--- src/rtl/rr_grant_scheduler.sv ---
// rr_grant_scheduler
//   Round-robin arbiter sharing one downstream resource among N requesters.
//   A grant is held until the owner pulses done, drops its request, or has
//   held the resource for MAX_HOLD cycles. At least one idle cycle always
//   separates two grants, so the gnt_idx mux select only moves while no
//   grant is active.
//
// Ports
//   clk        in   clock, rising edge
//   rst_n      in   asynchronous active-low reset
//   req        in   [N-1:0] request vector, bit i = requester i
//   done       in   owner releases the grant (only looked at in GRANT)
//   gnt        out  [N-1:0] one-hot grant, zero when idle
//   gnt_idx    out  [IDXW-1:0] binary index of the granted requester, 0 when idle
//   gnt_valid  out  high while a grant is active
//   timeout    out  one-cycle pulse after a grant is force-released by MAX_HOLD
module rr_grant_scheduler #(
    parameter int unsigned N        = 4,
    parameter int unsigned IDXW     = 2,
    parameter int unsigned MAX_HOLD = 8
) (
    input  logic            clk,
    input  logic            rst_n,
    input  logic [N-1:0]    req,
    input  logic            done,
    output logic [N-1:0]    gnt,
    output logic [IDXW-1:0] gnt_idx,
    output logic            gnt_valid,
    output logic            timeout
);

    localparam int unsigned CNTW = $clog2(MAX_HOLD + 1);

    typedef enum logic [0:0] {
        StIdle,
        StGrant
    } state_e;

    state_e            state_q, state_d;
    logic [N-1:0]      gnt_q, gnt_d;
    logic [IDXW-1:0]   gnt_idx_q, gnt_idx_d;
    logic [IDXW-1:0]   ptr_q, ptr_d;
    logic [CNTW-1:0]   cnt_q, cnt_d;
    logic              timeout_q, timeout_d;

    logic              sel_found;
    logic [IDXW-1:0]   sel_idx;
    logic              owner_req;
    logic              hold_hit;

    // Scan ptr, ptr+1, ... with natural IDXW-bit wrap; first set bit wins.
    always_comb begin
        logic [IDXW-1:0] cand;
        sel_found = 1'b0;
        sel_idx   = '0;
        for (int i = 0; i < N; i++) begin
            cand = ptr_q + IDXW'(i);
            if (!sel_found && req[cand]) begin
                sel_found = 1'b1;
                sel_idx   = cand;
            end
        end
    end

    assign owner_req = req[gnt_idx_q];
    assign hold_hit  = (cnt_q == CNTW'(MAX_HOLD));

    always_comb begin
        state_d   = state_q;
        gnt_d     = gnt_q;
        gnt_idx_d = gnt_idx_q;
        ptr_d     = ptr_q;
        cnt_d     = cnt_q;
        timeout_d = 1'b0;

        unique case (state_q)
            StIdle: begin
                // done is deliberately ignored here.
                if (sel_found) begin
                    state_d   = StGrant;
                    gnt_d     = {{(N-1){1'b0}}, 1'b1} << sel_idx;
                    gnt_idx_d = sel_idx;
                    cnt_d     = CNTW'(1);
                end
            end
            StGrant: begin
                // Non-owner request bits play no part while a grant is held.
                if (done || !owner_req || hold_hit) begin
                    state_d   = StIdle;
                    gnt_d     = '0;
                    gnt_idx_d = '0;
                    ptr_d     = gnt_idx_q + IDXW'(1);
                    cnt_d     = '0;
                    // Only a pure hold-limit release is reported as a timeout.
                    timeout_d = hold_hit && !done && owner_req;
                end else begin
                    cnt_d = cnt_q + CNTW'(1);
                end
            end
            default: begin
                state_d   = StIdle;
                gnt_d     = '0;
                gnt_idx_d = '0;
                cnt_d     = '0;
            end
        endcase
    end

    always_ff @(posedge clk or negedge rst_n) begin
        if (!rst_n) begin
            state_q   <= StIdle;
            gnt_q     <= '0;
            gnt_idx_q <= '0;
            ptr_q     <= '0;
            cnt_q     <= '0;
            timeout_q <= 1'b0;
        end else begin
            state_q   <= state_d;
            gnt_q     <= gnt_d;
            gnt_idx_q <= gnt_idx_d;
            ptr_q     <= ptr_d;
            cnt_q     <= cnt_d;
            timeout_q <= timeout_d;
        end
    end

    assign gnt       = gnt_q;
    assign gnt_idx   = gnt_idx_q;
    assign gnt_valid = |gnt_q;
    assign timeout   = timeout_q;

endmodule

--- config.mk ---
export PLATFORM = sky130hd
export DESIGN_NAME = rr_grant_scheduler
export DESIGN_NICKNAME = d
export VERILOG_FILES = /design/src/rtl/rr_grant_scheduler.sv
export SDC_FILE = /design/constraint.sdc
export NUM_CORES = 1
export LEC_CHECK = 0
export CORE_UTILIZATION = 40
export DETAILED_ROUTE_END_ITERATION = 10
export GPL_ROUTABILITY_DRIVEN = 0
export PLACE_DENSITY = 0.67
export SLEW_MARGIN = 20
export SYNTH_ARGS = -nofsm -noshare
export SYNTH_HDL_FRONTEND = slang
export SYNTH_SLANG_ARGS = --single-unit
--- constraint.sdc ---
create_clock -name clk -period 1.8 [get_ports clk]
set_clock_uncertainty 0.1 [all_clocks]
set_input_delay 0.36 -clock clk [delete_from_list [all_inputs] [get_ports clk]]
set_output_delay 0.36 -clock clk [all_outputs]
set_load 0.02 [all_outputs]
# ---- After elaboration in Yosys (flattened, before gate mapping)
# Index checks and enable logic that the tools add are counted.
dict set report totals {
  regBits 14
  latch_bits 0
  mem_bits_rw 0
  mem_bits_ro 0
  inputBits 7
  out_inout_bits 8
  elab_cells 68
  n_memories 0
}
dict set report classes {
  n_addsub 5
  mul 0
  div 0
  order_cmp 5
  n_eq_ne 3
  shift 1
  mux 32
  bitwise 1
  n_reduce_logical 15
}
# op n
set ops {}
lappend ops {{two-way mux 4 bit} 4}
lappend ops {{case mux 4 bit (2 select lines)} 2}
lappend ops {{< comparator 2 x 3 -> 1 bit (second input constant)} 5}
lappend ops {{two-way mux 1 bit} 13}
lappend ops {{two-way mux 2 bit} 6}
lappend ops {{binary-select mux 1 bit (select 2 bit)} 5}
lappend ops {{logical AND 1 bit} 5}
lappend ops {{logical NOT 1 bit} 5}
lappend ops {{adder 2 x 1 -> 2 bit (second input constant)} 2}
lappend ops {{adder 2 bit (second input constant)} 2}
lappend ops {{adder 4 x 1 -> 4 bit (second input constant)} 1}
lappend ops {{equality test 4 bit (second input constant)} 1}
lappend ops {{case mux 2 bit (2 select lines)} 1}
lappend ops {{AND reduction 2 bit} 2}
lappend ops {{OR reduction 4 bit} 1}
lappend ops {{left shift 1 x 2 -> 4 bit (first input constant)} 1}
lappend ops {{logical OR 1 bit} 2}
lappend ops {{!= test 2 x 1 -> 1 bit (second input constant)} 1}
lappend ops {{!= test 2 bit (second input constant)} 1}
lappend ops {{case mux 1 bit (2 select lines)} 1}
lappend ops {{NOT 1 bit} 1}

# ---- Logic depth before layout (Yosys ltp)
dict set report logic_depth {
  depth_word 15
  ltp_mapped 6
  mapped_depth_nobuf 6
}

# ---- Worst setup path before layout
# No wires, ideal clock.
dict set report synth_path {
  path_kind {flip-flop to flip-flop}
  from {reg gnt_idx_q[0] (netlist: gnt_idx[0])}
  to {reg ptr_q[1]}
  setup_ns 0.125
  arrival_ns 1.613
  required_time_ns 1.575
  setup_slack_ns -0.038
  stages_incl_launch_ff 5
  path_buffers 0
  period_less_slack_ns 1.838
  cell_sequence {dfrtp_1 mux4_2 nand2_1 o21a_1 mux2_4}
}
dict set report synth_via {
  elab_chain_cells 6
  word_cells_on_any_way 7
  cone_classes {add/sub (1); mux (2); reduce/logical (4)}
}
# element line
set synth_lines {}
lappend synth_lines {{start: declaration} 41} ;# logic [IDXW-1:0] gnt_idx_q, gnt_idx_d;
lappend synth_lines {{start signal: assignment} 120} ;# gnt_idx_q <= gnt_idx_d;
lappend synth_lines {{binary-select mux 1 bit (select 2 bit)} 65} ;# assign owner_req = req[gnt_idx_q];
lappend synth_lines {{two-way mux 1 bit (implied by the code)} 65}
lappend synth_lines {{logical NOT 1 bit} 88} ;# if (done || !owner_req || hold_hit) begin
lappend synth_lines {{logical OR 1 bit (2 in a row)} 88}
lappend synth_lines {{AND reduction 2 bit (no source line)} n/a}
lappend synth_lines {{end signal: assignment} 121} ;# ptr_q <= ptr_d;
lappend synth_lines {{end: declaration} 42} ;# logic [IDXW-1:0] ptr_q, ptr_d;
# Several ways; a longest one is shown, not always the timed one. The select of a mux whose other input is x is not followed.
# A chain may end at the register's enable or synchronous reset.

# ---- Worst setup path in the final report
dict set report layout_path {
  from {reg gnt_q[2] (netlist: gnt[2])}
  to {out gnt_valid}
}
dict set report layout_via {
  elab_chain_cells 1
}
# element line
set layout_lines {}
lappend layout_lines {{start: declaration} 40} ;# logic [N-1:0] gnt_q, gnt_d;
lappend layout_lines {{start signal: assignment} 119} ;# gnt_q <= gnt_d;
lappend layout_lines {{OR reduction 4 bit} 129} ;# assign gnt_valid = |gnt_q;
lappend layout_lines {{end: declaration} 28} ;# output logic gnt_valid,
# No other way between the ends.

==> out/metrics.csv <==
metric,value,unit
status,"complete, but fails checks",
violations,negative setup slack,
irDropWorstVdd,1.029,mV
via_count,652,
drcViolationCount,0,
n_fill_cell,155,
drt_iter0_drc,5,
grt_use_total,0.2019,
synth_seq_area_share,0.4746,
slew_headroom,0.7554,
timing.final.ws_setup,-0.002710,ns
initial_core_util,0.4275,
setup.worst_path.end_class,output pin,
placed_cell_area,1027,µm²
p_clk_frac,0.122,
finalHoldViolCount,0,
intPower,0.0009294,W
netlist_area,738.2,µm²
die_height,44.96,µm
die_x,44.96,µm
row_count,15,
cp.required,1.34,ns
grt_max_degree,11,
clk_path_buf_depth,2,
switchingPower,0.0005720,W
dieArea,2021,µm²
seqPwrFrac,0.362,
cts_sinks,14,
cts_inserted_buffers,3,
first_global_vias,648,
drive_gt1_frac,0.2830,
pin_count,15,
htree_levels,1,
multi_input_area,370.4,µm²
cp.arrival,1.34,ns
hpwl,1314,µm
ys_types,28,
wl_per_cell,13.00,µm
p_leak,0.5952,nW
final_area,1085,µm²
grt_pass1_wl,2801,µm
setup_violations,1,
tightest_slew,0.3657,ns
antenna_found_initial,0,
n_antenna_cell,0,
holdBufCountCts,0,
slew_viol_final,0,
combPwrFrac,0.516,
cts.clk_slew.worst_paths,0.08,ns
crit_type,register to output pin,
fmax,554.7,MHz
via_per_inst,4.977,
crit_fanout,2,
worst_skew_pair.late_latency,0.27,ns
drt_first_pass_iters,4,
rsz0062_at_grt,true,
io_buffer_count,14,
final_nets,116,
powerDensity,1384,nW/µm²
final_antenna_net_count,0,
yosysWarnings,0,
syn_nets,81,
grt_remaining_overflow,0,
layout_min_cycle_time,1.803,ns
fin_total_pwr,0.001501,W
hp-class,primary input to asynchronous set/reset pin,
cts_root_buffer,clkbuf_4,
timing.hold.ws,0.2560,ns
avgSynthCellArea,10.25,µm²
area_delta_synth_final,46.95,%
post-route-period-util,1.002,
ys_ff_latch,14,
swShare,0.3810,
seq_area,351.6,µm²
utilization,0.6283,
coreArea,1727,µm²
maxCapViolCount,0,
worst_setup_path_start_kind,register,
synth_cells,72,
cts_tree,built,
drt-total-wl,1703,µm
## synthesized netlist by cell type
library cell,instances,area (µm²)
o22ai_1,2,12.51
nor4_1,2,12.51
nand2_4,1,11.26
mux4_2,1,22.52
xor2_1,2,17.52
nand3_1,1,5.000
nand2b_1,2,12.51
ha_1,2,25.02
o2111ai_2,1,15.01
o21ai_0,4,20.02
nand2_1,7,26.28
nor2_1,6,22.52
inv_1,7,26.28
clkbuf_1,1,3.750
mux2i_1,1,10.01
o21a_1,1,7.510
nor2b_1,1,6.260
mux2_4,1,15.01
a21oi_1,2,10.01
or3_1,1,6.260
nor3_1,1,5.000
or4_1,2,15.01
a22o_1,2,17.52
dfrtp_1,14,350.3
o211a_1,1,10.01
o2bb2ai_1,4,35.03
a221oi_1,1,8.760
a21o_2,1,8.760
## power by group through the flow
stage / Combinational [W] / Clock, W / Sequential [W]
after detailed placement: 0.000759 / 0 / 0.000544
after global placement: 0.000757 / 0 / 0.000538
final: 0.000774 / 0.000184 / 0.000544
after CTS: 0.000727 / 0.000192 / 0.000539
after floorplan: 0.000360 / 0 / 0.000570
after global routing: 0.000837 / 0.000206 / 0.000561
## sequential cells by signal, indices dropped and copies added, names as in the netlist
| register | count |
|---|---|
| gnt_idx | 2 |
| timeout | 1 |
| state_q | 1 |
| gnt | 4 |
| ptr_q | 2 |
| cnt_q | 4 |
## area by class of cell
class / count / share of cell area
multi-input combinational: 50 / 0.3414
sequential: 14 / 0.3241
timing repair buffer: 31 / 0.2572
tap: 25 / 0.02884
clock buffer: 4 / 0.02422
inverter: 7 / 0.02422
## cell families (layout without fill, tap and decap cells)
family / after synthesis / in the layout / share of synthesized area
AO/OA/AOI/OAI: 19 / 19 / 0.1966
XOR/XNOR: 2 / 2 / 0.02373
adder cells (fa/ha/maj): 2 / 2 / 0.03389
buffers and inverters: 8 / 42 / 0.04068
flip-flops: 14 / 14 / 0.4746
multiplexers: 3 / 3 / 0.06440
AND/OR/NAND/NOR: 24 / 24 / 0.1661
## repair_timing
action                                  CTS  global route
buffers inserted                          0             1
pin swaps                                 0             3
hold endpoints to repair                  0             0
resized for setup                         8            11
endpoints found under the setup margin    7            11
## routing by layer
layer	routed length, µm	vias to the layer above	GRT usage
li1	-	327	-
met1	831	311	0.2751
met2	796	12	0.3101
met3	62	2	0.04000
met4	14	0	0.09091
met5	0	-	0
## path summary, 6_finish.rpt
check,start,cells past startpoint,endpoint,slack [ns]
min in group clk,cnt_q[3],2,cnt_q[3],0.44
worst min register to register,cnt_q[3],2,cnt_q[3],0.44
worst max-delay path,gnt[2],2,gnt_valid,-0.003
worst min-delay path,rst_n,1,ptr_q[1],0.26
worst max register to register,gnt_idx[0],4,ptr_q[1],0.12
max in group asynchronous,rst_n,2,gnt[3],0.90
## worst max-delay path, cell delays in order, from the launching register on
cell and delay [ns]:
dfrtp_1 0.39, or4_4 0.54, buf_6 0.15
## layout by cell type, fill, tap and decap left out, types with 2 or more instances in the layout
cell and n:
nand2_1 6, ha_1 2, clkbuf_4 3, o22ai_1 2, o2bb2ai_1 4, a21oi_1 2
dfrtp_1 13, inv_1 7, dlymetal6s2s_1 6, clkdlybuf4s50_1 3, xor2_1 2, nor4_1 2
buf_4 17, a22o_1 2, dlygate4sd2_1 4, nand2b_1 2, o21ai_0 4, nor2_1 6
## through the flow
step                cells    TNS, ns  setup WS [ns]
floorplan              72          0        0.04857
global placement      126     -2.952        -0.3113
detailed placement    126     -3.367        -0.3560
CTS                   130   -0.02901       -0.02901
global route          131   -0.04200       -0.04200
finish                131  -0.002710      -0.002710
(Power assumes the default switching activity.)
